<file path="src/rtl/mips_pkg.sv">
// -----------------------------------------------------------------------------
// mips_pkg
// Constants and types shared by the instruction-memory loader and the
// instruction memory itself.
//   IM_BASE_ADDR   : byte address of the first instruction word
//   IM_DEPTH       : instruction memory capacity in 32-bit words
//   loader_state_t : loader FSM states (IDLE, LOAD, DONE)
// -----------------------------------------------------------------------------
package mips_pkg;

    localparam logic [31:0] IM_BASE_ADDR = 32'h0000_3000;
    localparam int          IM_DEPTH     = 4096;

    typedef enum logic [1:0] {
        IDLE = 2'd0,
        LOAD = 2'd1,
        DONE = 2'd2
    } loader_state_t;

endpackage : mips_pkg

</file>
<file path="src/rtl/im_loader_if.sv">
// -----------------------------------------------------------------------------
// im_loader_if
// Bundles the loader's two buses: the incoming byte stream (valid/ready) and
// the instruction-memory write port.
//   in_valid / in_data : byte source -> loader
//   in_ready           : loader -> byte source
//   im_we / im_addr / im_wdata : loader -> instruction memory write port
// Modports:
//   master : the environment (byte source plus memory side)
//   slave  : the loader
// -----------------------------------------------------------------------------
interface im_loader_if;

    logic        in_valid;
    logic [7:0]  in_data;
    logic        in_ready;
    logic        im_we;
    logic [31:0] im_addr;
    logic [31:0] im_wdata;

    modport master (
        output in_valid,
        output in_data,
        input  in_ready,
        input  im_we,
        input  im_addr,
        input  im_wdata
    );

    modport slave (
        input  in_valid,
        input  in_data,
        output in_ready,
        output im_we,
        output im_addr,
        output im_wdata
    );

endinterface : im_loader_if

</file>
<file path="src/rtl/im_loader_packer.sv">
// -----------------------------------------------------------------------------
// im_loader_packer
// Byte-to-word assembler. Bytes arrive MSB first; the fourth byte of a group
// completes the word {b0,b1,b2,b3}.
//   clk, reset     : clock, synchronous active-high reset
//   i_clear        : drop any partial word (new load starting)
//   i_valid        : a byte transfers this cycle
//   i_byte         : the byte
//   o_word         : assembled word, meaningful when o_word_valid is high
//   o_word_valid   : this cycle's byte completes a word
// The word outputs are combinational so the parent can register the memory
// write on the same edge that accepts the fourth byte.
// -----------------------------------------------------------------------------
module im_loader_packer (
    input  logic        clk,
    input  logic        reset,
    input  logic        i_clear,
    input  logic        i_valid,
    input  logic [7:0]  i_byte,
    output logic [31:0] o_word,
    output logic        o_word_valid
);

    logic [23:0] r_shift;
    logic [1:0]  r_cnt;

    // NOTE: clocked state is updated with non-blocking assignments so every
    // register samples pre-edge values, independent of block ordering.
    always_ff @(posedge clk) begin
        if (reset || i_clear) begin
            r_shift <= '0;
            r_cnt   <= '0;
        end else if (i_valid) begin
            r_shift <= {r_shift[15:0], i_byte};
            r_cnt   <= r_cnt + 2'd1;
        end
    end

    // The three held bytes plus the byte on the bus form the complete word.
    assign o_word       = {r_shift, i_byte};
    assign o_word_valid = i_valid && (r_cnt == 2'd3);

endmodule : im_loader_packer

</file>
<file path="src/rtl/im_loader.sv">
// -----------------------------------------------------------------------------
// im_loader
// Boot-time instruction-memory writer. Accepts a byte stream, assembles
// big-endian 32-bit words and writes word k to BASE_ADDR + 4*k. Holds the CPU
// off via busy until the image is resident.
// Ports:
//   clk, reset     : clock, synchronous active-high reset
//   start, len     : load request and word count (sampled in IDLE/DONE only)
//   bus            : im_loader_if.slave (byte stream in, memory write out)
//   busy           : high while loading
//   done, err      : sticky completion / error flags
//   words_loaded   : words written in the current or last load
// Build option:
//   IM_LOADER_CHECKSUM_EN : expect a 4-byte trailer after the data words that
//                           must equal the modulo-2^32 sum of the words.
// -----------------------------------------------------------------------------
module im_loader
    import mips_pkg::*;
#(
    parameter logic [31:0] BASE_ADDR = IM_BASE_ADDR,
    parameter int          DEPTH     = IM_DEPTH,
    parameter int          LEN_W     = 13
) (
    input  logic             clk,
    input  logic             reset,
    input  logic             start,
    input  logic [LEN_W-1:0] len,
    im_loader_if.slave       bus,
    output logic             busy,
    output logic             done,
    output logic             err,
    output logic [LEN_W-1:0] words_loaded
);

    localparam logic [LEN_W-1:0] DEPTH_L = LEN_W'(DEPTH);
    localparam logic [LEN_W:0]   ONE_G   = (LEN_W+1)'(1);

    loader_state_t    r_state;
    logic             r_in_ready;
    logic             r_im_we;
    logic [31:0]      r_im_addr;
    logic [31:0]      r_im_wdata;
    logic             r_busy;
    logic             r_done;
    logic             r_err;
    logic [LEN_W-1:0] r_len;
    logic [LEN_W:0]   r_groups;         // 4-byte groups accepted (trailer included)
    logic [LEN_W-1:0] r_words_loaded;
`ifdef IM_LOADER_CHECKSUM_EN
    logic [31:0]      r_sum;
`endif

    logic             w_xfer;
    logic             w_start_acc;
    logic [31:0]      w_word;
    logic             w_word_valid;
    logic [LEN_W:0]   w_target;
    logic             w_is_data;
    logic             w_last_group;

    assign w_xfer      = bus.in_valid && r_in_ready;
    assign w_start_acc = start && (r_state != LOAD);

`ifdef IM_LOADER_CHECKSUM_EN
    assign w_target = {1'b0, r_len} + ONE_G;
`else
    assign w_target = {1'b0, r_len};
`endif
    assign w_is_data    = r_groups < {1'b0, r_len};
    assign w_last_group = (r_groups + ONE_G) == w_target;

    im_loader_packer u_packer (
        .clk          (clk),
        .reset        (reset),
        .i_clear      (w_start_acc),
        .i_valid      (w_xfer),
        .i_byte       (bus.in_data),
        .o_word       (w_word),
        .o_word_valid (w_word_valid)
    );

    always_ff @(posedge clk) begin
        if (reset) begin
            r_state        <= IDLE;
            r_in_ready     <= 1'b0;
            r_im_we        <= 1'b0;
            r_im_addr      <= BASE_ADDR;
            r_im_wdata     <= '0;
            r_busy         <= 1'b0;
            r_done         <= 1'b0;
            r_err          <= 1'b0;
            r_len          <= '0;
            r_groups       <= '0;
            r_words_loaded <= '0;
`ifdef IM_LOADER_CHECKSUM_EN
            r_sum          <= '0;
`endif
        end else begin
            r_im_we <= 1'b0;
            case (r_state)
                IDLE, DONE: begin
                    if (start) begin
                        r_words_loaded <= '0;
                        r_groups       <= '0;
                        if (len == '0) begin
                            r_state <= DONE;
                            r_done  <= 1'b1;
                            r_err   <= 1'b0;
                        end else if (len > DEPTH_L) begin
                            r_state <= DONE;
                            r_done  <= 1'b1;
                            r_err   <= 1'b1;
                        end else begin
                            r_state    <= LOAD;
                            r_busy     <= 1'b1;
                            r_in_ready <= 1'b1;
                            r_done     <= 1'b0;
                            r_err      <= 1'b0;
                            r_len      <= len;
`ifdef IM_LOADER_CHECKSUM_EN
                            r_sum      <= '0;
`endif
                        end
                    end
                end

                LOAD: begin
                    if (w_word_valid) begin
                        r_groups <= r_groups + ONE_G;
                        // Stop accepting on the edge that takes the final byte,
                        // so no byte of a following image is swallowed.
                        if (w_last_group) begin
                            r_in_ready <= 1'b0;
                        end
                        if (w_is_data) begin
                            r_im_we        <= 1'b1;
                            r_im_addr      <= BASE_ADDR + 32'({r_groups, 2'b00});
                            r_im_wdata     <= w_word;
                            r_words_loaded <= r_words_loaded + LEN_W'(1);
`ifdef IM_LOADER_CHECKSUM_EN
                            r_sum          <= r_sum + w_word;
`endif
                        end
`ifdef IM_LOADER_CHECKSUM_EN
                        else begin
                            // Trailer word: compared, never written.
                            r_state <= DONE;
                            r_busy  <= 1'b0;
                            r_done  <= 1'b1;
                            r_err   <= (r_sum != w_word);
                        end
`endif
                    end
`ifdef IM_LOADER_CHECKSUM_EN
`else
                    // Finish one cycle after the final write strobe.
                    if (r_im_we && (r_words_loaded == r_len)) begin
                        r_state <= DONE;
                        r_busy  <= 1'b0;
                        r_done  <= 1'b1;
                    end
`endif
                end

                default: begin
                    r_state    <= IDLE;
                    r_busy     <= 1'b0;
                    r_in_ready <= 1'b0;
                end
            endcase
        end
    end

    assign bus.in_ready  = r_in_ready;
    assign bus.im_we     = r_im_we;
    assign bus.im_addr   = r_im_addr;
    assign bus.im_wdata  = r_im_wdata;
    assign busy          = r_busy;
    assign done          = r_done;
    assign err           = r_err;
    assign words_loaded  = r_words_loaded;

endmodule : im_loader

</file>
<file path="src/flat_wrapper.sv">
// flat-port wrapper written by rule: the top's interface ports become plain ports
module im_loader_flat import mips_pkg::*;
#(
    parameter logic [31:0] BASE_ADDR = IM_BASE_ADDR,
    parameter int          DEPTH     = IM_DEPTH,
    parameter int          LEN_W     = 13
)
  (clk, reset, start, len, busy, done, err, words_loaded, bus_in_valid, bus_in_data, bus_in_ready, bus_im_we, bus_im_addr, bus_im_wdata);
  im_loader_if bus_i ();
  input  logic clk;
  input  logic reset;
  input  logic start;
  input  logic [LEN_W-1:0] len;
  output logic busy;
  output logic done;
  output logic err;
  output logic [LEN_W-1:0] words_loaded;
  input wire logic [$bits(bus_i.in_valid)-1:0] bus_in_valid;
  input wire logic [$bits(bus_i.in_data)-1:0] bus_in_data;
  output wire logic [$bits(bus_i.in_ready)-1:0] bus_in_ready;
  output wire logic [$bits(bus_i.im_we)-1:0] bus_im_we;
  output wire logic [$bits(bus_i.im_addr)-1:0] bus_im_addr;
  output wire logic [$bits(bus_i.im_wdata)-1:0] bus_im_wdata;
  assign bus_i.in_valid = bus_in_valid;
  assign bus_i.in_data = bus_in_data;
  assign bus_in_ready = bus_i.in_ready;
  assign bus_im_we = bus_i.im_we;
  assign bus_im_addr = bus_i.im_addr;
  assign bus_im_wdata = bus_i.im_wdata;
  im_loader #(.BASE_ADDR(BASE_ADDR), .DEPTH(DEPTH), .LEN_W(LEN_W)) u_core (.clk(clk), .reset(reset), .start(start), .len(len), .bus(bus_i), .busy(busy), .done(done), .err(err), .words_loaded(words_loaded));
endmodule
</file>
<file path="config.mk">
export PLATFORM = sky130hd
export DESIGN_NAME = im_loader_flat
export DESIGN_NICKNAME = d
export VERILOG_FILES = /design/src/rtl/mips_pkg.sv /design/src/rtl/im_loader_if.sv /design/src/rtl/im_loader_packer.sv /design/src/rtl/im_loader.sv /design/src/flat_wrapper.sv
export SDC_FILE = /design/constraint.sdc
export NUM_CORES = 1
export LEC_CHECK = 0
export BUFFER_PORTS_ARGS = -buffer_cell sky130_fd_sc_hd__buf_2
export CORE_MARGIN = 10
export CORE_UTILIZATION = 60
export CTS_CLUSTER_SIZE = 10
export DETAILED_ROUTE_END_ITERATION = 16
export GPL_ROUTABILITY_DRIVEN = 0
export GPL_TIMING_DRIVEN = 0
export PLACE_DENSITY_LB_ADDON = 0.25
export SETUP_SLACK_MARGIN = 0.2
export SLEW_MARGIN = 20
export SYNTH_ARGS = -nofsm -noshare
export SYNTH_HDL_FRONTEND = slang
export SYNTH_SLANG_ARGS = --single-unit
</file>
<file path="constraint.sdc">
create_clock -name clk -period 5 [get_ports clk]
set_input_delay 0.5 -clock clk [delete_from_list [all_inputs] [get_ports clk]]
set_output_delay 0.5 -clock clk [all_outputs]
set_load 0.05 [all_outputs]
</file>
# Yosys cells after proc, flatten, opt, wreduce, memory -nomap -nowiden
# Index checks and enable logic that the tools add are counted.
[totals]
regBits = 137
inputBits = 25
out_inout_bits = 82
elab_cells = 82
[op_classes]
addsub = 4
order_cmp = 2
eq_ne = 13
n_mux = 27
n_bitwise = 4
n_reduce_logical = 19
[op_table]
columns = ["cell", "n"]
rows = [
  ["$mux W13", 3],
  ["$mux W14", 2],
  ["$pmux W14 S2", 1],
  ["$pmux W13 S2", 1],
  ["$add A14 B16 Y17 const A", 1],
  ["$add A14 B1 Y14 const B", 1],
  ["$eq A14 B13 Y1", 1],
  ["$lt A14 B13 Y1", 1],
  ["$add A13 B1 Y13 const B", 1],
  ["$eq A13 B13 Y1", 1],
  ["$gt A13 B13 Y1 const B", 1],
  ["$logic_not A13 Y1", 1],
  ["$mux W1", 12],
  ["$reduce_and A4 Y1", 3],
  ["$reduce_and A3 Y1", 3],
  ["$mux W2", 4],
  ["$ne A2 B1 Y1 const B", 4],
  ["$ne A2 B2 Y1 const B", 4],
  ["$pmux W1 S2", 3],
  ["$reduce_and A5 Y1", 1],
  ["$eq A2 B2 Y1 const B", 2],
  ["$logic_and A1 B1 Y1", 4],
  ["$not A1 Y1", 4],
  ["$pmux W2 S2", 1],
  ["8 further kinds", 9],
]

# Depth between registers and ports, before layout
[depth]
word_depth = 5
depth_mapped = 10
mapped_depth_nobuf = 9

# By module
# A second synthesis with hierarchy kept.
[unflattened]
cells_unflattened = 702
hier_area_um2 = 5788.1
[modules_own_cells]
columns = ["mod", "n_inst", "cells_per_inst", "area_each_um2", "seq_area_each_um2"]
rows = [
  ["im_loader", 1, 607, 4748.3, 1881.8],
  ["im_loader_packer", 1, 95, 1039.7, 520.5],
]

# Worst setup path before layout
# Ideal clock, no wire load.
[synth_path]
path_type = "register to register"
startpoint = "register u_core.r_len[11]"
endpoint = "register u_core.r_words_loaded[12], in the netlist u_core.words_loaded[12]"
setup_time_ps = 115
arrival_ps = 2300
required_ps = 4885
slack_ps = 2586
stages_incl_launch_ff = 11
path_buffers = 1
synth_period_minus_slack_ps = 2414
path_cell_list = "dfxtp_1 -> inv_1 -> ha_1 -> a21oi_1 -> nor2b_1 -> or4_4 -> a221oi_4 -> nand2_2 -> buf_6 -> o31a_1 -> o21a_1"
[synth_between]
elab_chain_len = 3
[synth_rtl]
columns = ["element", "line", "source"]
rows = [
  ["start, declared", "im_loader.sv:46", "logic [LEN_W-1:0] r_len;"],
  ["start signal, assigned", "im_loader.sv:119", "r_len <= len;"],
  ["$lt A14 B13 Y1", "im_loader.sv:69", "assign w_is_data = r_groups < {1'b0, r_len};"],
  ["$ne A2 B1 Y1 (no line)", "--", ""],
  ["$reduce_and A4 Y1 (no line)", "--", ""],
  ["end signal, assigned", "im_loader.sv:139", "r_words_loaded <= r_words_loaded + LEN_W'(1);"],
  ["end, declared", "im_loader.sv:48", "logic [LEN_W-1:0] r_words_loaded;"],
]
# Every way passes these cells.
# A chain may end at the register's enable or synchronous reset.

# Worst setup path in the final report
[layout_path]
startpoint = "register u_core.r_len[7]"
endpoint = "register u_core.r_im_wdata[10], in the netlist u_core.bus.im_wdata[10]"
[layout_between]
elab_chain_len = 2
[layout_rtl]
columns = ["element", "line", "source"]
rows = [
  ["$lt A14 B13 Y1", "im_loader.sv:69", ""],
  ["$reduce_and A3 Y1 (no line)", "--", ""],
  ["end signal, assigned", "im_loader.sv:138", "r_im_wdata <= w_word;"],
  ["end, declared", "im_loader.sv:42", "logic [31:0] r_im_wdata;"],
]
# Every way passes these cells.

==> metrics.cfg <==
[timing]
fmax_mhz = 324
fin_crit_ps = 3080
fin_worst_skew_ps = 11.1
rsz0062_at_grt = false
worst_pin_slew_ps = 770
slew_violations = 0
worst_hold_slack_ps = 232
setup_viol = 0
setup_tns_ps = 0
slew_headroom_pct = 48.7
finalCritPeriodShare_pct = 61.6
hold_viol_final = 0

[critical_path]
cp_slowest_stage_delay_ps = 620
crit_type = reg -> reg
cp_max_fo = 10
endpoint_kind = flop
crit_chain = inv_1 -> ha_1 -> o21a_1 -> nor2_1 -> o21ai_0 -> o211ai_1 -> nand2_1 -> buf_1 -> mux2i_1 -> nor2_1
worst_path_dominant_cell_family = compound AO/OA/AOI/OAI gates
critPathBufInv = 2
cp_data_arrival_time_ps = 3480
crit_top_cell = nor2_1
cp-start-kind = flop
cp.required_ps = 5390
crit_slowest_cell = buf_1

[pwr]
powerDensity_nw_per_um2 = 341
totalPowerFinal_uw = 2360
p_leak_uw = 0.00314
ir_worst_vdd_v = 0.000238

[synth]
synth_edf_count = 0
synth_area_um2 = 5670
yosysMostFrequentCell = dfxtp_1
synth_area_leaders = dfxtp_1 42%, mux2i_1 8.1%, nor2_1 7.1%
syn_inst = 672
synth_area_per_cell_um2 = 8.44
yosys_most_used_dff = dfxtp_1
postSynthRegisterBits = 120
synth.cells.most_frequent = 120 x dfxtp_1, 107 x nor2_1, 75 x nand2_1, 69 x a21oi_1, 46 x mux2i_1
synth.distinct_cells = 55
ys_warn_count = 0
synth_top_area_share_pct = 42.3
seq_area_frac_synth_pct = 42.3
synth_top_area_cell = dfxtp_1
async_flop_share_pct = 0

[clock_tree]
clk_pin_slew_ps = 60
hold_buffers = 0
post_cts_buffers = 0
insertion_delay_ps = 520
cts_tree = done
cts_resized = 0
cts_made_buffers = 17
clock-sinks = 120
htreeDepth = 4
root_buffer = clkbuf_8
cts.path.max_buffers = 2

[global_routing]
grt_max_degree = 17
overflow = 0
antenna_found_initial = 1
grt_pass1_vias = 5245
track_usage_pct = 23.7
grt_pass1_wl_mm = 25.8

[placed_design]
dp_hpwl_mm = 11.7
port_buffers = 89

[run]
drv_cap = 0

[floorplan]
die_x_um = 117
coreArea_um2 = 9240
rows = 35
dieArea_um2 = 13700
die_h_um = 117
initial_core_util_pct = 61.4
ios = 107

[cells_and_area]
area_delta_synth_final_pct = 21.8
layout-drive-gt1-share_pct = 18.7
fill_cells = 696
nets = 839
fin_util_pct = 74.8

[detailed_routing]
dr_total_vias = 5340
drt-total-wl_mm = 16.2
dr.pass1.iters = 5
drc_errors = 0
drt_iter0_drc = 511
via_per_inst = 5.69
ant_nets = 0
wl_per_cell_um = 17.3

[outcome]
outcome = completed

[worst_hold_path]
hold_path_class = in -> reg

-- routing by layer --
metal / GRT usage, % / vias to the layer above / wire [µm]
met5: 0 / - / 0
met4: 8.24 / 0 / 343
met3: 7.59 / 44 / 1450
met2: 41.4 / 243 / 8060
met1: 26.5 / 2536 / 6340
li1: - / 2517 / -
-- tightest hold or removal path: cells and delay by family --
kind                   cells  cell delay, ps
buffers and inverters      1              90
and+or+nand+nor            1              70
muxes                      1              60
-- flip-flops by register name, indices dropped and copies added, names as in the netlist --
signal / count
u_core.bus.im_addr: 15
u_core.bus.im_wdata: 32
u_core.bus.im_we: 1
u_core.bus.in_ready: 1
u_core.busy: 1
u_core.done: 1
u_core.err: 1
u_core.r_groups: 14
u_core.r_len: 13
u_core.r_state: 2
u_core.u_packer.r_cnt: 2
u_core.u_packer.r_shift: 24
u_core.words_loaded: 13
-- worst paths after layout --
path / slack (ps) / depth (start not counted) / startpoint / to
setup / recovery: 1920 / 10 / u_core.r_len[7]$_SDFFE_PP0P_ / u_core.bus.im_wdata[10]$_SDFFE_PP0P_
hold / removal: 230 / 3 / bus_in_data[1] / u_core.bus.im_wdata[1]$_SDFFE_PP0P_
setup reg to reg: 1920 / 10 / u_core.r_len[7]$_SDFFE_PP0P_ / u_core.bus.im_wdata[10]$_SDFFE_PP0P_
hold reg to reg: 460 / 2 / u_core.u_packer.r_shift[22]$_SDFFE_PP0P_ / u_core.u_packer.r_shift[22]$_SDFFE_PP0P_
-- cells in the final DEF, fill, tap and decap left out, drive strengths merged, types with 3 or more instances in the layout --
cell type  netlist  final
a21oi           69     69
clkbuf          28     45
ha              18     18
or4              3      3
a311oi           5      5
a211o            4      4
and2             5      5
nand4            9      9
or3              6      6
and3             6      6
buf             26    115
nand3b           4      4
mux2i           46     46
inv             18     28
conb             1     17
o211ai           3      3
nand3           12     12
nor4             9      9
o21ai           23     23
clkinv           0      3
nand2           77     77
nor2b            3      3
dfxtp          120    120
xnor2           31     31
nor2           107    107
xor2             9      9
-- logic make-up after synthesis --
logic type / Yosys count / synth area share [%]
compound gates: 122 / 12.9
xor+xnor: 40 / 6.17
fa+ha+maj: 18 / 3.97
buf+inv: 73 / 6.44
flops: 120 / 42.3
mux: 46 / 8.11
other cells: 1 / 0.0661
simple gates: 252 / 20.0
-- stage by stage --
stage	worst slack, ps	area (µm²)	instances
finish	1920	6910	939
global route	1800	6910	938
CTS	2070	6910	938
detailed placement	2180	6340	906
global placement	2200	6340	906
floorplan	2590	5730	688
-- cell type report --
class / count / area [µm²] / share of cell area (%)
Timing Repair Buffer: 89 / 445 / 6.44
Multi-Input combinational cell: 495 / 2970 / 42.9
Sequential cell: 120 / 2400 / 34.8
Clock buffer: 17 / 414 / 5.99
Clock inverter: 15 / 155 / 2.24
Tap cell: 129 / 161 / 2.33
Antenna cell: 1 / 2.50 / 0.0362
Inverter: 18 / 67.6 / 0.977
Buffer: 55 / 298 / 4.31
-- power breakdown --
group / total, µW / internal, µW / leakage (µW) / switching [µW]
clock: 1170 / 680 / 0.000281 / 492
sequential: 984 / 968 / 0.000969 / 16.0
combinational: 204 / 64.5 / 0.00189 / 140
total: 2360 / 1710 / 0.00314 / 648
(Power assumes the default switching activity.)
